### src/rtl/serial_adder_ctrl.sv
// Bit-serial adder: one full adder, LSB-first, WIDTH cycles per addition.
// A three-state controller sequences the operand/result shift registers.

module full_adder (
  input  logic i_a,
  input  logic i_b,
  input  logic i_c,
  output logic o_s,
  output logic o_c
);
  assign o_s = i_a ^ i_b ^ i_c;
  assign o_c = (i_a & i_b) | (i_a & i_c) | (i_b & i_c);
endmodule

module serial_adder_ctrl #(
  parameter int WIDTH = 8
) (
  input  logic             clk,
  input  logic             rst_n,
  input  logic             start,
  input  logic [WIDTH-1:0] A,
  input  logic [WIDTH-1:0] B,
  input  logic             Cin,
  output logic             busy,
  output logic             done,
  output logic [WIDTH-1:0] Sum,
  output logic             Cout
);

  localparam int CW = $clog2(WIDTH + 1);

  typedef enum logic [1:0] {
    IDLE = 2'd0,
    RUN  = 2'd1,
    DONE = 2'd2
  } state_t;

  state_t           r_state;
  state_t           w_next;
  logic [WIDTH-1:0] r_a;
  logic [WIDTH-1:0] r_b;
  logic [WIDTH-1:0] r_res;
  logic             r_carry;
  logic [CW-1:0]    r_cnt;
  logic [WIDTH-1:0] r_sum;
  logic             r_cout;
  logic             w_fa_s;
  logic             w_fa_c;
  logic             w_last;

  full_adder u_fa (
    .i_a (r_a[0]),
    .i_b (r_b[0]),
    .i_c (r_carry),
    .o_s (w_fa_s),
    .o_c (w_fa_c)
  );

  // The bit being added this cycle is the final one; the counter reaches
  // WIDTH on the same edge, which still fits in CW bits.
  assign w_last = (r_cnt == CW'(WIDTH - 1));

  // NOTE: sequential state uses non-blocking assignments so every flop
  // samples pre-edge values, independent of statement order.
  always_ff @(posedge clk or negedge rst_n) begin
    if (!rst_n) begin
      r_state <= IDLE;
    end else begin
      r_state <= w_next;
    end
  end

  // NOTE: defaults first so every path assigns w_next and no latch is inferred.
  always_comb begin
    w_next = r_state;
    case (r_state)
      IDLE:    if (start) w_next = RUN;
      RUN:     if (w_last) w_next = DONE;
      DONE:    w_next = IDLE;
      default: w_next = IDLE;
    endcase
  end

  always_comb begin
    busy = 1'b0;
    done = 1'b0;
    case (r_state)
      RUN:     busy = 1'b1;
      DONE:    done = 1'b1;
      default: ;
    endcase
  end

  // NOTE: every datapath register is cleared by reset, so an aborted
  // addition leaves nothing behind for the next one.
  always_ff @(posedge clk or negedge rst_n) begin
    if (!rst_n) begin
      r_a     <= '0;
      r_b     <= '0;
      r_res   <= '0;
      r_carry <= 1'b0;
      r_cnt   <= '0;
      r_sum   <= '0;
      r_cout  <= 1'b0;
    end else begin
      case (r_state)
        IDLE: begin
          if (start) begin
            r_a     <= A;
            r_b     <= B;
            r_carry <= Cin;
            r_cnt   <= '0;
          end
        end
        RUN: begin
          r_res   <= {w_fa_s, r_res[WIDTH-1:1]};
          r_carry <= w_fa_c;
          r_a     <= r_a >> 1;
          r_b     <= r_b >> 1;
          r_cnt   <= r_cnt + 1'b1;
          // Result register is one bit short here, so splice in the last bit.
          if (w_last) begin
            r_sum  <= {w_fa_s, r_res[WIDTH-1:1]};
            r_cout <= w_fa_c;
          end
        end
        default: ;
      endcase
    end
  end

  assign Sum  = r_sum;
  assign Cout = r_cout;

endmodule

### config.mk
export PLATFORM = sky130hd
export DESIGN_NAME = serial_adder_ctrl
export DESIGN_NICKNAME = d
export VERILOG_FILES = /design/src/rtl/serial_adder_ctrl.sv
export SDC_FILE = /design/constraint.sdc
export NUM_CORES = 1
export LEC_CHECK = 0
export ABC_AREA = 0
export CAP_MARGIN = 20
export CORE_MARGIN = 2
export CORE_UTILIZATION = 51
export CTS_CLUSTER_SIZE = 10
export DETAILED_ROUTE_END_ITERATION = 12
export MAX_ROUTING_LAYER = met4
export PLACE_DENSITY_LB_ADDON = 0.12
export SETUP_SLACK_MARGIN = 0.4
export SYNTH_ARGS = -nofsm -noshare
export SYNTH_HDL_FRONTEND = slang
export SYNTH_SLANG_ARGS = --single-unit
### constraint.sdc
create_clock -name clk -period 2.05 [get_ports clk]
set_input_delay 0.41 -clock clk [delete_from_list [all_inputs] [get_ports clk]]
set_output_delay 0.41 -clock clk [all_outputs]
set_load 0.02 [all_outputs]
### Yosys cells after proc, flatten, opt, wreduce, memory -nomap -nowiden

Index checks and enable logic that the tools add are counted.

| storage, ports and cells | value |
|---|---|
| output and inout bits | 11 |
| word-level logic and storage cells | 39 |
| bits of input ports | 20 |
| register bits after elaboration | 40 |

| operators by class | value |
|---|---|
| $add $sub $neg | 1 |
| reductions and logical operators | 5 |
| equal/unequal tests | 5 |
| multiplexer cells | 13 |
| bitwise gates (word level) | 7 |

Operators with widths:

| operator | count |
|---|---|
| one-hot mux 8 bit (2 select lines) | 2 |
| two-way mux 8 bit | 2 |
| one-hot mux 4 bit (2 select lines) | 1 |
| AND reduction 2 bit | 3 |
| adder 4 x 1 -> 4 bit, second input constant | 1 |
| equality test 4 x 3 -> 1 bit, second input constant | 1 |
| two-way mux 2 bit | 2 |
| two-way mux 4 bit | 1 |
| inequality test 2 bit, second input constant | 2 |
| one-hot mux 2 bit (2 select lines) | 1 |
| AND 1 bit | 3 |
| two-way mux 1 bit | 3 |
| equality test 2 x 1 -> 1 bit, second input constant | 1 |
| equality test 2 bit, second input constant | 1 |
| logical NOT 2 bit | 1 |
| bitwise OR 1 bit | 2 |
| one-hot mux 1 bit (2 select lines) | 1 |
| nonzero test 2 bit | 1 |
| bitwise XOR 1 bit | 2 |

### Depth between registers and ports, before layout

Gate-level depths: netlist of run 1.

| depth | value |
|---|---|
| depth in word-level cells | 4 |
| depth in mapped cells | 6 |
| gate-level depth less buffers | 4 |

### Modules after synthesis

Synthesis of run 1 repeated with hierarchy kept, for this count alone.

| unflattened totals | value |
|---|---|
| cells, all modules | 157 |
| area total of the unflattened synthesis | 1,674.1 µm² |

Modules (own cells, without submodules):

| module | cells an instance | instances | area each (µm²) |
|---|---|---|---|
| serial_adder_ctrl | 156 | 1 | 1,654.1 |
| full_adder | 1 | 1 | 20.0 |

### Least setup slack after synthesis of run 1

OpenSTA, ideal clock, no wires.

| timing path | value |
|---|---|
| path type | reg2out |
| start | register r_state[1] |
| end | output done |
| arrival | 1,240 ps |
| cell stages (with the launch flop) | 4 |
| required time | 1,640 ps |
| setup slack | 400 ps |
| cells stage by stage | dfrtp_1 clkbuf_1 clkbuf_1 nor2b_1 |

| on the way | value |
|---|---|
| longest elaborated chain between the ends | 2 |

Ends and longest elaborated chain:

| element | RTL line | RTL |
|---|---|---|
| start: declaration | 38 | `state_t r_state;` |
| start signal: assignment | 69 | `r_state <= w_next;` |
| equality test 2 bit | 87 | `case (r_state)` |
| two-way mux 1 bit | 87 |  |
| end: declaration | 25 | `output logic done,` |

Every way passes these cells.

### Worst setup path in the final report of run 1

| timing path | value |
|---|---|
| start | register r_state[1] |
| end | output busy |

| on the way | value |
|---|---|
| longest elaborated chain between the ends | 2 |

Ends and longest elaborated chain:

| element | RTL line | RTL |
|---|---|---|
| equality test 2 x 1 -> 1 bit | 87 |  |
| two-way mux 1 bit | 87 |  |
| end: declaration | 24 | `output logic busy,` |

Every way passes these cells.

==> results, run 1 <==
- The deepest clock path buffer count is 2.
- The synthesized design contains 39 register bits.
- The post-route cell area is 2140 µm².
- Hold repair after CTS inserted 0 buffers.
- The total power of the final layout is 0.00296 W.
- Before antenna repair, the detailed router went through 4 iterations.
- The number of nets in the finished design is 221.
- At the pin with the least slew margin, the transition time is 0.478 ns.
- The number of vias after detailed routing is 1,306.
- The vias per cell is 5.35.
- The initial antenna violation count was 0.
- The buffer cell driving the clock tree root is sky130_fd_sc_hd__clkbuf_4.
- The global-route layer with the greatest usage is met2.
- STA puts the critical path data arrival time at between 1 and 1.5 ns.
- For this configuration, the core starts out at a cell density of 54.5%.
- The share of the Yosys chip area taken by registers is 57.2%.
- The die covers 3820 µm².
- STA classifies the critical path endpoint as a primary output.
- The average instance in the mapped netlist occupies between 10 and 15 µm².
- The final layout contains routed wiring with a total length of 3610 µm.
- The clock transition at the register clock pins on the worst setup and hold paths after CTS is 0.12 ns.
- Yosys mapped the design onto 19 distinct sky130hd cell types.
- The floorplan core area is between 3000 and 4000 µm².
- In the global route stage, met2 resource usage came out at between 30% and 40%.
- The synthesized netlist occupies a cell area of about 1700 µm².
- The met1 track utilization from global routing is between 20% and 30%.
- The library cell used most frequently in the layout, excluding fill and tap cells, is sky130_fd_sc_hd__dfrtp_1.
- In this run the tightest slew margin relative to its limit is 68.1%.
- Setup repair after global routing left no endpoint under its margin.
- The number of global-route vias before repair is 1,273.
- In the layout the commonest cells are sky130_fd_sc_hd__dfrtp_1 (38), sky130_fd_sc_hd__nand2_1 (32), sky130_fd_sc_hd__o21ai_0 (18), sky130_fd_sc_hd__clkdlybuf4s50_1 (18), sky130_fd_sc_hd__a22oi_1 (15).
- The critical path buffer and inverter count is 2.
- The run finished with clean final reports.
- The minimum clock period is 1.58 ns.
- Counting the buffers created by CTS gives 5.
- For this run, global-route usage on met3 was measured as between 8 and 9%.
- The area growth from synthesis to layout is 25.7%.
- The H-tree level count is 2.
- The critical path goes through nand2b_4, inv_2, buf_2.
- The largest net degree at the start of global routing is 40.
- The number of max-cap violations is 0.
- The global router's overall resource usage is 23.0%.
- At the placement stage, the worst setup path has a slack of 0.241 ns.
- The number of hold-slack violations in the final timing report is 0.
- The standard-cell row count is 20.
- The peak supply drop is 0.000848 V.
- The placer congestion estimate is 0.815.
- After the first detailed-routing iteration, the DRC count stood at between 100 and 150.
- The standard cell area after detailed placement is 2070 µm².
- The count of warnings emitted by yosys is 0.
- After global routing the overflow that remains totals 0.
- Grouping stages by cell kind, the critical path spends the most delay in flip-flops.
- Setup violations remaining at the end of the flow were counted as 0.
- The leakage power is 0.979 nW.
- In this run the critical register-to-register path is launched from r_cnt[0].
- The critical path startpoint is r_state[1].
- The number of slew-limit violations in the final report was 0.
- In this run the count of I/O pins placed on the die edge is 31.
- In the routed design, unresolved DRC markers number 0.
- The classification of the worst-slack hold path is input port to async pin.
- Static timing analysis puts the maximum clock frequency at 631 MHz.
- The delay of the slowest cell on the worst path is 0.42 ns.
- The critical path class is register to primary output.
- Detailed placement ended at an HPWL of 2430 µm.
- TritonCTS built the clock tree.
- The global-route wire length before repair is 5950 µm.
- The remaining antenna violation count after routing is 0.
- The cell with the biggest individual delay on the critical path is sky130_fd_sc_hd__dfrtp_1.
- In this run the tool buffered the top-level ports with 30 buffer cells.
- Synthesis produced a netlist with a net count of 184.
- The final sum of negative setup slack is 0 ns.
- STA puts the critical path data required time at 1.64 ns.
- After detailed routing, the average wire length per cell comes to 14.8 µm.
- The maximum fanout count along the critical path is 5.
- The total number of clock tree sinks is 39.
- The post-layout worst setup margin is between 0.4 and 0.5 ns.
- The worst-skew pair later-pin latency is 0.35 ns.
- The die width is 61.8 µm.
- The height of the die is 61.8 µm.
- The post-route netlist has 17.0% of its cells at a drive strength greater than 1.
- In the synthesized netlist, the number of instances is 162.
- The share of the clock period used by the worst path after layout is 77.3%.
- The kind of start point of the critical path is a register.
- Dividing total power by cell area gives a power density of between 1000 and 1500 nW/µm².
- The number of antenna diodes in the final layout is 0.
- On the final layout, the worst clock skew is 0.0134 ns.
[registers in the layout, indices dropped and copies added, names as in the netlist]
register  cells
r_a           8
r_b           8
Sum           8
Cout          1
r_res         7
r_state       2
r_carry       1
r_cnt         4
[stage by stage]
stage,hold WS (ns),utilization [%],std cells
2_1_floorplan,0.114,-,162
3_3_place_gp,0.456,66.3,234
3_5_place_dp,0.469,66.3,234
4_1_cts,0.110,67.9,242
5_1_grt,0.125,68.5,244
6_report,0.0880,68.5,244
[path summary, 6_finish.rpt]
path | to | slack [ns] | cells past startpoint
min in group clk | r_res[1] | 0.49 | 2
hold reg to reg | r_res[1] | 0.49 | 2
setup / recovery | busy | 0.47 | 3
max in group asynchronous | r_state[0] | 1.62 | 2
hold / removal | Sum[2] | 0.09 | 2
setup reg to reg | Sum[7] | 0.51 | 5
[layout make-up]
type,instances,area (µm²)
fill,258,985
timing repair buffer,39,354
multi-input combinational,113,703
clock inverter,1,5.00
inverter,1,3.75
tap,44,55.1
clock buffer,7,45.0
sequential,39,977
[power breakdown]
group / leakage (nW) / switching, W / internal, W / total, W
clock network: 0.0293 / 0.000242 / 0.000134 / 0.000376
logic: 0.445 / 0.000695 / 0.000566 / 0.00126
registers: 0.505 / 0.000232 / 0.00109 / 0.00132
total: 0.979 / 0.00117 / 0.00179 / 0.00296
[cell usage after synthesis, drive strengths merged]
library cell	number	share of area [%]
dfrtp	39	57
nand2	32	7.0
o21ai	18	5.3
a22oi	15	6.6
nor2b	14	5.1
a21oi	12	3.5
mux2	10	6.6
clkbuf	7	1.5
a22o	2	1.0
buf	2	0.59
nand3	2	0.59
nor2	2	0.44
fa	1	1.2
ha	1	0.73
inv	1	0.22
nand2b	1	0.37
nor3	1	0.95
o21bai	1	0.44
o311ai	1	0.51
[metal layers]
layer  share of wire (%)  vias to the layer above
met5                   0                        -
met4                 1.9                        0
met3                 4.5                        8
met2                  48                       33
met1                  45                      626
li1                    -                      639
[cells by family after synthesis]
kind of cell / share of synthesized area [%]
AO/OA/AOI/OAI: 17.4
adder cells (fa/ha/maj): 1.91
buffers and inverters: 2.35
flip-flops: 57.2
multiplexers: 6.60
AND/OR/NAND/NOR: 14.5
[repair_timing]
item                                    in CTS  in global routing
endpoints found under the hold margin        0                  0
endpoints found under the setup margin      20                 21
gates resized for setup                     18                  3
pin swaps                                    0                  1
buffers inserted                             0                  2
(Power assumes the default switching activity.)
==> run 2: changes to the inputs <==
==> constraint.sdc (replaced) <==
create_clock -name clk -period 1.5 [get_ports clk]
set_input_delay 0.3 -clock clk [delete_from_list [all_inputs] [get_ports clk]]
set_output_delay 0.3 -clock clk [all_outputs]
set_load 0.02 [all_outputs]
==> results, run 2 (synthesis gave the netlist of run 1 again) <==
- The flow ran to the end, but the final reports show violations.
- The checks that failed: setup timing.
- The mean routed wirelength per cell is roughly 24 µm.
- The global-route wire length before repair is 8060 µm.
- The die covers around 3800 µm².
- The antenna diode instance count is 0.
- The number of standard cells in the layout, taps in and fillers out is 285.
- Setup repair after global routing could not meet its margin everywhere.
- The number of slew-limit violations in the final report came to 0.
- The vias per cell is 6.24.
- Once detailed placement completed, the half-perimeter wirelength came to 2690 µm.
- The initial antenna violation count came to 0.
- The number of DRC violations after detailed-routing iteration 0 is 227.
- The clock passes through at most 2 buffers.
- The number of global-route vias before repair came to about 1,700.
- The maximum clock skew at final layout is 0.0106 ns.
- By startpoint and endpoint, the worst setup path is classified as register to register.
- The leakage power is 1.33 nW.
- The later pin in the worst-skew pair is clocked with a latency of about 0.36 ns.
- In this run the remaining antenna-violating nets after routing total 0.
- The sort of element at the end of the critical path is a register.
- The cell sitting at the root of the clock tree is a sky130_fd_sc_hd__clkbuf_4.
- The final route contains around 1,800 vias.
- The final global-route overflow total is 0.
- Clock tree synthesis found a total of 39 sinks.
- At the placement stage, the worst setup path has a slack of -0.0436 ns.
- The most frequent cell on the critical path is sky130_fd_sc_hd__buf_12.
- The post-route netlist has 51.9% of its cells at a drive strength greater than 1.
- For this run, the total global-route usage over all layers was measured as 31.3%.
- In the layout the commonest cells are sky130_fd_sc_hd__dfrtp_1 (37), sky130_fd_sc_hd__buf_6 (27), sky130_fd_sc_hd__buf_4 (25).
- The peak supply drop is between 0.0015 and 0.002 V.
- The total power divided by cell area is around 2200 nW/µm².
- TritonCTS built the clock tree.
- Once placement completed, the tool counted placed cells totaling 242.
- The number of nets in the finished design is 264.
- The post-layout worst setup margin is -0.0800 ns.
- Routability-driven placement finished with a final weighted congestion of 0.765.
- The number of hold-slack violations in the final timing report is 0.
- The area growth from synthesis to layout is 70.6%.
- The worst path arrival time is ~1.8 ns.
- The minimum clock period is between 1.5 and 2 ns.
- The library cell used most frequently in the layout, excluding fill and tap cells, is sky130_fd_sc_hd__dfrtp_1.
- The starting utilization of the core area is a little over half.
- The number of top-level pins is 31.
- After floorplanning, the core was sized to cover 3130 µm².
- The kind of start point of the critical path is a register.
- For the pin with the worst max-slew slack, the measured transition is 0.487 ns.
- The H-tree level count is 2.
- The remaining routing DRC violations is 0.
- The TritonCTS buffer count is 5.
- The worst pin sits at a relative slew slack of 67.6%.
- The die width is 61.8 µm.
- The share of the clock period used by the worst path after layout is 105%.
- The clock transition at the register clock pins on the worst setup and hold paths after CTS is ~0.11 ns.
- In this run the worst path has a maximum fanout of 5.
- The sum of routed wire length over all layers is 6840 µm.
- For this run, the top clock speed supported by timing is 633 MHz.
- The signal on the critical path passes through nand2b_4, buf_12, nor3_4, buf_6, buf_12, mux2_4.
- The largest net degree at the start of global routing is 40.
- During placement, the flow inserted port buffers numbering 30.
- For this design, the slowest cell found on the critical path is sky130_fd_sc_hd__dfrtp_1.
- The floorplan step set the die height to 61.8 µm.
- The number of max-cap violations is 0.
- Setup violations remaining at the end of the flow were counted as 12.
- The initialized floorplan defines 20 standard-cell rows.
- Data on the critical path is required at its endpoint by 1.74 ns.
- The min-delay analysis places its worst path in the category register to register.
- The delay of the slowest cell on the worst path is ~0.4 ns.
- The length of the first detailed-routing pass in iterations is 4.
[run 2: critical path, delay by kind of cell, from the launching register on]
kind / cells / cell delay, ns
buffers and inverters: 3 / 0.38
flip-flops: 1 / 0.41
multiplexers: 1 / 0.30
AND/OR/NAND/NOR: 2 / 0.38
[run 2: metal layers]
| layer | routed length, µm | vias to the layer above | global-route usage, % | share of wire (%) |
|---|---|---|---|---|
| met4 | 408 | 0 | 16.1 | 6.0 |
| met2 | 3350 | 147 | 50.1 | 49 |
| met3 | 569 | 44 | 8.90 | 8.3 |
| met1 | 2520 | 865 | 35.8 | 37 |
| met5 | 0 | - | - | 0 |
| li1 | - | 723 | - | - |
[run 2: worst paths after layout]
check / from / end / slack, ns / cells past startpoint
min: r_res[1] / r_res[1] / 0.50 / 2
min reg2reg: r_res[1] / r_res[1] / 0.50 / 2
max reg2reg: r_state[1] / Cout / -0.08 / 6
min in group asynchronous: rst_n / r_b[4] / 0.53 / 3
max: r_state[1] / Cout / -0.08 / 6
max in group asynchronous: rst_n / r_state[0] / 0.60 / 3
[run 2: area by class of cell]
| cell class | instances | area [µm²] |
|---|---|---|
| sequential | 39 | 978 |
| multi-input combinational | 113 | 956 |
| timing repair buffer | 82 | 870 |
| fill | 96 | 219 |
| tap | 44 | 55.1 |
| clock buffer | 6 | 41.3 |
| inverter | 1 | 8.76 |
[run 2: report_power, final]
group          leakage (nW)  internal [W]  switching (W)  total (W)
registers             0.504       0.00149       0.000449    0.00194
logic                 0.799       0.00206        0.00178    0.00384
clock network        0.0242      0.000167       0.000342   0.000509
total                  1.33       0.00371        0.00257    0.00628
[run 2: per-stage QoR]
step	hold WS [ns]	util, %	setup TNS (ns)	cell area [µm²]	power [W]
finish	0.504	93.0	-0.765	2910	0.00628
global route	0.545	93.0	-1.13	2910	0.00652
detailed placement	0.375	69.3	-0.0736	2170	0.00382
floorplan	0.00441	-	0	1750	0.00303
CTS	0.488	84.5	-0.0463	2640	0.00529
global placement	0.370	69.3	-0.0209	2170	0.00370
[run 2: repair_timing]
item / in CTS / in global routing
cloned: 2 / 0
hold buffers: 1 / 0
setup endpoints to repair: 47 / 50
gates resized for setup: 142 / 35
buffers inserted: 17 / 17
endpoints found under the hold margin: 39 / 0
pin swaps: 5 / 20
